## config.mk

```make
export PLATFORM = sky130hd
export DESIGN_NAME = avr_serial_tx
export DESIGN_NICKNAME = d
export VERILOG_FILES = /design/src/rtl/avr_serial_pkg.sv /design/src/rtl/sync_fifo_8.sv /design/src/rtl/avr_serial_tx.sv
export SDC_FILE = /design/constraint.sdc
export NUM_CORES = 1
export LEC_CHECK = 0
export CELL_PAD_IN_SITES_DETAIL_PLACEMENT = 1
export CELL_PAD_IN_SITES_GLOBAL_PLACEMENT = 1
export CORE_MARGIN = 2
export CORE_UTILIZATION = 45
export CTS_CLUSTER_DIAMETER = 60
export DETAILED_ROUTE_END_ITERATION = 7
export MAX_ROUTING_LAYER = met4
export PLACE_DENSITY_LB_ADDON = 0.1
export SYNTH_ARGS = -nofsm -noshare
export SYNTH_HDL_FRONTEND = slang
export SYNTH_HIERARCHICAL = 1
export SYNTH_SLANG_ARGS = --single-unit
```

## constraint.sdc

```tcl
create_clock -name clk -period 3.9 [get_ports clk]
set_input_delay 0.78 -clock clk [delete_from_list [all_inputs] [get_ports clk]]
set_output_delay 0.78 -clock clk [all_outputs]
set_load 0.02 [all_outputs]
```

## src/rtl/avr_serial_pkg.sv

```systemverilog
// ---------------------------------------------------------------------------
// avr_serial_pkg
// Shared definitions for the FPGA-to-AVR serial link.
//   - tx_state_t : transmitter FSM states (PARITY is used only when the
//                  AVR_SERIAL_TX_PARITY_EN macro is defined)
//   - DEF_CLK_PER_BIT : default clk cycles per serial bit (50 MHz / 500 kbaud)
//   - DEF_FIFO_DEPTH  : default byte FIFO depth
//   - IDLE_LEVEL      : level of the serial line between frames
// ---------------------------------------------------------------------------
package avr_serial_pkg;

    localparam int   DEF_CLK_PER_BIT = 100;
    localparam int   DEF_FIFO_DEPTH  = 16;
    localparam logic IDLE_LEVEL      = 1'b1;

    typedef enum logic [2:0] {
        IDLE,
        START,
        DATA,
        PARITY,
        STOP
    } tx_state_t;

endpackage

```

## src/rtl/sync_fifo_8.sv

```systemverilog
// ---------------------------------------------------------------------------
// sync_fifo_8
// Single-clock byte FIFO, shared by the Tx and Rx halves of the AVR link.
// Ports:
//   clk, rst   : clock, asynchronous active-high reset (empties the FIFO)
//   push       : write push_data this edge (ignored when full)
//   push_data  : byte to write
//   pop        : advance the read pointer this edge (ignored when empty)
//   pop_data   : current head byte, valid whenever empty == 0
//   full/empty : derived from the registered occupancy count
//   count      : bytes currently stored
// The head is read combinationally so a consumer can load it and pop in the
// same cycle; at these depths the array maps to distributed RAM.
// DEPTH must be a power of two (pointers wrap naturally), minimum 2.
// ---------------------------------------------------------------------------
module sync_fifo_8 #(
    parameter int DEPTH = 16,
    parameter int CNT_W = $clog2(DEPTH + 1)
) (
    input  logic             clk,
    input  logic             rst,
    input  logic             push,
    input  logic [7:0]       push_data,
    input  logic             pop,
    output logic [7:0]       pop_data,
    output logic             full,
    output logic             empty,
    output logic [CNT_W-1:0] count
);

    localparam int PTR_W = $clog2(DEPTH);

    logic [7:0]       mem [DEPTH];
    logic [PTR_W-1:0] wr_ptr_reg;
    logic [PTR_W-1:0] rd_ptr_reg;
    logic [CNT_W-1:0] count_reg;
    logic             wr_en;
    logic             rd_en;

    assign wr_en = push && !full;
    assign rd_en = pop && !empty;

    // Storage carries no reset: stale bytes are unreachable once the
    // pointers and count are cleared.
    always_ff @(posedge clk) begin
        if (wr_en) begin
            mem[wr_ptr_reg] <= push_data;
        end
    end

    always_ff @(posedge clk or posedge rst) begin
        if (rst) begin
            wr_ptr_reg <= '0;
            rd_ptr_reg <= '0;
            count_reg  <= '0;
        end else begin
            if (wr_en) begin
                wr_ptr_reg <= wr_ptr_reg + PTR_W'(1);
            end
            if (rd_en) begin
                rd_ptr_reg <= rd_ptr_reg + PTR_W'(1);
            end
            case ({wr_en, rd_en})
                2'b10:   count_reg <= count_reg + CNT_W'(1);
                2'b01:   count_reg <= count_reg - CNT_W'(1);
                default: count_reg <= count_reg;
            endcase
        end
    end

    assign pop_data = mem[rd_ptr_reg];
    assign full     = (count_reg == CNT_W'(DEPTH));
    assign empty    = (count_reg == '0);
    assign count    = count_reg;

endmodule

```

## src/rtl/avr_serial_tx.sv

```systemverilog
// ---------------------------------------------------------------------------
// avr_serial_tx
// Transmit half of the FPGA-to-AVR serial link. Bytes arrive over a
// valid/ready interface, are buffered in sync_fifo_8, and are sent 8N1,
// LSB first, on tx. A new frame is started only while the AVR's Rx-buffer-
// full flag (rx_busy, synchronised) is low; a frame in flight always runs
// to completion.
// Ports:
//   clk, rst   : 50 MHz clock, asynchronous active-high reset
//   in_data    : byte to send
//   in_valid   : in_data valid; accepted on an edge where in_ready is high
//   in_ready   : FIFO not full (from registered count only)
//   tx         : serial line to AVR Rx, idle high, driven from a flop
//   rx_busy    : AVR Rx buffer full, asynchronous to clk
//   busy       : frame in flight or FIFO non-empty
//   fifo_count : bytes currently buffered
// Build option: define AVR_SERIAL_TX_PARITY_EN to insert an even-parity bit
// between the data bits and the stop bit (11-bit frames).
// ---------------------------------------------------------------------------
module avr_serial_tx
    import avr_serial_pkg::*;
#(
    parameter int CLK_PER_BIT = DEF_CLK_PER_BIT,
    parameter int FIFO_DEPTH  = DEF_FIFO_DEPTH,
    parameter int CNT_W       = $clog2(FIFO_DEPTH + 1)
) (
    input  logic             clk,
    input  logic             rst,
    input  logic [7:0]       in_data,
    input  logic             in_valid,
    output logic             in_ready,
    output logic             tx,
    input  logic             rx_busy,
    output logic             busy,
    output logic [CNT_W-1:0] fifo_count
);

    localparam int                   BIT_CNT_W = $clog2(CLK_PER_BIT);
    localparam logic [BIT_CNT_W-1:0] BIT_LAST  = BIT_CNT_W'(CLK_PER_BIT - 1);

    tx_state_t            state_reg,   state_next;
    logic [BIT_CNT_W-1:0] bit_cnt_reg, bit_cnt_next;
    logic [2:0]           bit_idx_reg, bit_idx_next;
    logic [7:0]           shift_reg,   shift_next;
    logic                 tx_reg,      tx_next;
    logic                 busy_meta_reg;
    logic                 busy_s_reg;
`ifdef AVR_SERIAL_TX_PARITY_EN
    logic                 parity_reg,  parity_next;
`endif

    logic       fifo_pop;
    logic [7:0] fifo_head;
    logic       fifo_full;
    logic       fifo_empty;
    logic       bit_done;

    sync_fifo_8 #(
        .DEPTH (FIFO_DEPTH),
        .CNT_W (CNT_W)
    ) u_fifo (
        .clk       (clk),
        .rst       (rst),
        .push      (in_valid),
        .push_data (in_data),
        .pop       (fifo_pop),
        .pop_data  (fifo_head),
        .full      (fifo_full),
        .empty     (fifo_empty),
        .count     (fifo_count)
    );

    // Two-flop synchroniser; resets to "busy" so nothing is sent until the
    // AVR's flag has actually been sampled.
    always_ff @(posedge clk or posedge rst) begin
        if (rst) begin
            busy_meta_reg <= 1'b1;
            busy_s_reg    <= 1'b1;
        end else begin
            busy_meta_reg <= rx_busy;
            busy_s_reg    <= busy_meta_reg;
        end
    end

    always_ff @(posedge clk or posedge rst) begin
        if (rst) begin
            state_reg   <= IDLE;
            bit_cnt_reg <= '0;
            bit_idx_reg <= '0;
            shift_reg   <= '0;
            tx_reg      <= IDLE_LEVEL;
`ifdef AVR_SERIAL_TX_PARITY_EN
            parity_reg  <= 1'b0;
`endif
        end else begin
            state_reg   <= state_next;
            bit_cnt_reg <= bit_cnt_next;
            bit_idx_reg <= bit_idx_next;
            shift_reg   <= shift_next;
            tx_reg      <= tx_next;
`ifdef AVR_SERIAL_TX_PARITY_EN
            parity_reg  <= parity_next;
`endif
        end
    end

    assign bit_done = (bit_cnt_reg == BIT_LAST);

    // tx_next is the line level for the current state; registering it puts
    // tx one cycle behind the state, which gives the push->start latency of
    // two edges and a glitch-free line.
    always_comb begin
        state_next   = state_reg;
        bit_cnt_next = bit_cnt_reg;
        bit_idx_next = bit_idx_reg;
        shift_next   = shift_reg;
        tx_next      = IDLE_LEVEL;
        fifo_pop     = 1'b0;
`ifdef AVR_SERIAL_TX_PARITY_EN
        parity_next  = parity_reg;
`endif

        if (state_reg != IDLE) begin
            bit_cnt_next = bit_done ? '0 : bit_cnt_reg + BIT_CNT_W'(1);
        end

        case (state_reg)
            IDLE: begin
                bit_cnt_next = '0;
                bit_idx_next = '0;
                // The AVR flag is honoured only here, so a frame in flight
                // is never cut short.
                if (!fifo_empty && !busy_s_reg) begin
                    fifo_pop   = 1'b1;
                    shift_next = fifo_head;
`ifdef AVR_SERIAL_TX_PARITY_EN
                    parity_next = ^fifo_head;
`endif
                    state_next = START;
                end
            end
            START: begin
                tx_next = 1'b0;
                if (bit_done) begin
                    state_next = DATA;
                end
            end
            DATA: begin
                tx_next = shift_reg[0];
                if (bit_done) begin
                    shift_next   = shift_reg >> 1;
                    bit_idx_next = bit_idx_reg + 3'd1;
                    if (bit_idx_reg == 3'd7) begin
`ifdef AVR_SERIAL_TX_PARITY_EN
                        state_next = PARITY;
`else
                        state_next = STOP;
`endif
                    end
                end
            end
`ifdef AVR_SERIAL_TX_PARITY_EN
            PARITY: begin
                tx_next = parity_reg;
                if (bit_done) begin
                    state_next = STOP;
                end
            end
`endif
            STOP: begin
                tx_next = IDLE_LEVEL;
                if (bit_done) begin
                    state_next = IDLE;
                end
            end
            default: begin
                state_next = IDLE;
            end
        endcase
    end

    assign tx       = tx_reg;
    assign in_ready = !fifo_full;
    assign busy     = (state_reg != IDLE) || !fifo_empty;

endmodule

```

==> run_results.csv <==
group,metric,value,unit
outcome,outcome,"completed",
placed_design,gp_congestion,0.797,
synthesis,yosysMostFrequentCell,"edfxtp_1",
sta,slew_headroom,0.384,
clocking,cts_hold_buffers,0,
critical_path,critPathKind,"flip-flop to flip-flop",
floorplanning,io_pins,20,
synthesis,ys_async_sr_fraction,0.224,
critical_path,crit_path_max_fanout,9,
clocking,cts_tree,"done",
clocking,cts_buffers,17,
clocking,cts_setup_buffers,0,
critical_path,path_cells,"nor4_2 -> and2b_1 -> nor2_1 -> nand2_1 -> inv_1 -> nor2b_1 -> ha_1 -> inv_1 -> fa_1 -> nor2b_1 -> o21ai_0 -> nand3_1 -> or3b_1 -> xnor2_1",
power_and_ir_drop,p_per_area,560,nW/µm²
synthesis,synth_top_cell_area_share,0.552,
placed_design,dp.cells,647,
final_layout,layoutNonFillerInstCount,679,
clocking,clock_path_buffers,2,
final_layout,drive_gt1_frac,0.165,
global_route,grt_use_total,0.199,
clocking,insertion_delay,0.42,ns
synthesis,yosys_warnings,6,
clocking,root_buffer,"clkbuf_16",
synthesis,synth.distinct_cells,47,
clocking,clk_pin_slew,0.06,ns
sta,fin_worst_skew,0.00715,ns
floorplanning,fp.dieH,128,µm
placed_design,hpwl,9.65,mm
synthesis,netlist_area,6960,µm²
synthesis,synth-edff-count,128,
floorplanning,fp.dieArea,16500,µm²
final_layout,fillers,1440,
synthesis,ys_seq_elements,165,
critical_path,critPathRequiredTime,4.21,ns
power_and_ir_drop,leakage,2.99,nW
routing,final_antenna_net_count,0,
synthesis,yosysTopAreaCell,"edfxtp_1",
synthesis,syn_nets,475,
sta,max_slew.worst_pin.slew,0.924,ns
clocking,numClockSinks,165,
floorplanning,core_area,15100,µm²
global_route,grt_pass1_vias,4124,
synthesis,netlist_instances,450,
sta,final_hold_viol_count,0,
routing,drt_iter0_drc,189,
global_route,gr-total-overflow,0,
power_and_ir_drop,vdd_drop_max,0.332,mV
final_layout,largest_register_ffs,128,
synthesis,synth.top_cells.by_count,"edfxtp_1, dfrtp_1, mux2i_1",
critical_path,crit_slowest_cell,"dfrtp_1",
sta,fin_crit,3.39,ns
clocking,postCtsResizedCells,0,
global_route,grt_max_degree,48,
sta,fin_crit_sh,0.868,
routing,routed_wl,14.5,mm
routing,viasPerCell,5.69,
final_layout,nNetsFinal,503,
routing,wl_per_cell,21.4,µm
final_layout,antenna_cells,0,
critical_path,arrival,3.69,ns
synthesis,syn_area_per_cell,15.5,µm²
critical_path,cp-start-kind,"flip-flop",
final_layout,area_growth,14.3,%
routing,vias,3866,
critical_path,endpoint_kind,"flip-flop",
sta,setup_viol,0,
synthesis,synthFlopType,"edfxtp_1",
hold_path,hp-class,"flip-flop to flip-flop",
synthesis,ys_seq_area_frac,0.685,
floorplanning,die_x,128,µm
clocking,cts_max_level,4,
critical_path,slowest_delay,0.46,ns
synthesis,synth_top_cells_by_area,"edfxtp_1, dfrtp_1, mux4_2",
floorplanning,row_count,45,
sta,max_freq,295,MHz
sta,rsz0062_at_grt,"no",
sta,timing.final.ws_setup,0.514,ns
final_layout,final_cell_area,7960,µm²
placed_design,pre_cts_ws,0.503,ns
floorplanning,initial_utilization,0.460,
placed_design,placed_cell_area,7340,µm²
sta,whs,0.360,ns
routing,drc,0,
global_route,grt_pass1_wl,23.5,mm
sta,final_max_slew_viol_count,0,
global_route,grt_antenna_before_repair,0,
sta,fin_tns_setup,0,ns
placed_design,io_buffers,19,
routing,drt_pass1_iterations,4,
run,drv_cap,0,
cell families after synthesis:
family / count (synthesis) / synth area share
buf+inv: 38 / 0.0316
xor+xnor: 13 / 0.0163
compound gates: 72 / 0.0631
mux: 53 / 0.107
flops: 165 / 0.685
simple gates: 96 / 0.0720
fa+ha+maj: 13 / 0.0244
worst paths after layout:
| check | from | end | slack, ns | cells after the start |
|---|---|---|---|---|
| max in group asynchronous | rst | bit_cnt_reg[0] | 2.42 | 2 |
| setup / recovery | u_fifo/count[0] | u_fifo/count[4] | 0.51 | 14 |
| setup reg to reg | u_fifo/count[0] | u_fifo/count[4] | 0.51 | 14 |
| hold / removal | busy_meta_reg | busy_s_reg | 0.36 | 0 |
| min in group asynchronous | rst | u_fifo/count[4] | 0.75 | 2 |
| hold reg to reg | busy_meta_reg | busy_s_reg | 0.36 | 0 |
layer usage:
layer  wire, µm  GRT usage
met3        296     0.0366
met4        275     0.0763
met1       7050      0.275
met5          0          -
met2       6870      0.298
placed cells by master, fill, tap and decap left out, types with 2 or more instances in the layout:
| master | count |
|---|---|
| edfxtp_1 | 128 |
| dfrtp_1 | 33 |
| mux2i_1 | 28 |
| nand2_1 | 26 |
| o21ai_0 | 25 |
| a21oi_1 | 20 |
| nor2_1 | 19 |
| clkdlybuf4s50_1 | 19 |
| clkbuf_16 | 17 |
| mux4_2 | 16 |
| inv_1 | 14 |
| buf_4 | 13 |
| nor3_1 | 12 |
| ha_1 | 12 |
| xnor2_1 | 8 |
| a221oi_1 | 8 |
| mux2_2 | 8 |
| a22oi_1 | 8 |
| nor4_1 | 7 |
| a211oi_1 | 7 |
| inv_6 | 7 |
| nand3_1 | 5 |
| xor2_1 | 5 |
| or3_1 | 4 |
| nor2b_1 | 4 |
| and2_1 | 3 |
| nand2b_1 | 3 |
| dfstp_2 | 3 |
| bufinv_16 | 3 |
| or3b_1 | 2 |
| a21o_1 | 2 |
| clkinv_4 | 2 |
power breakdown:
part           internal (W)  switching [W]
clock               0.00103       0.000719
sequential          0.00208      0.0000999
combinational      0.000205       0.000324
total               0.00332        0.00114
stage by stage:
stage / power [W] / utilization
floorplan: 0.00251 / -
global placement: 0.00272 / 0.485
detailed placement: 0.00275 / 0.485
CTS: 0.00450 / 0.526
global route: 0.00463 / 0.526
finish: 0.00446 / 0.526
layout make-up:
class                      count  area, µm²  share of cell area
timing repair buffer          33        308              0.0387
sequential                   165       4770               0.600
clock buffer                  18        429              0.0539
inverter                      14       52.6             0.00660
multi-input combinational    247       1970               0.248
tap                          188        235              0.0296
clock inverter                14        190              0.0239
critical path: cells and delay by family, from the launching register on:
kind / cells / cell delay [ns]
and+or+nand+nor: 8 / 1.70
AOI/OAI and AO/OA: 1 / 0.12
adders and majority gates: 2 / 0.67
buffers and inverters: 2 / 0.19
DFF: 1 / 0.46
xor gates and xnor gates: 1 / 0.13
(Power assumes the default switching activity.)
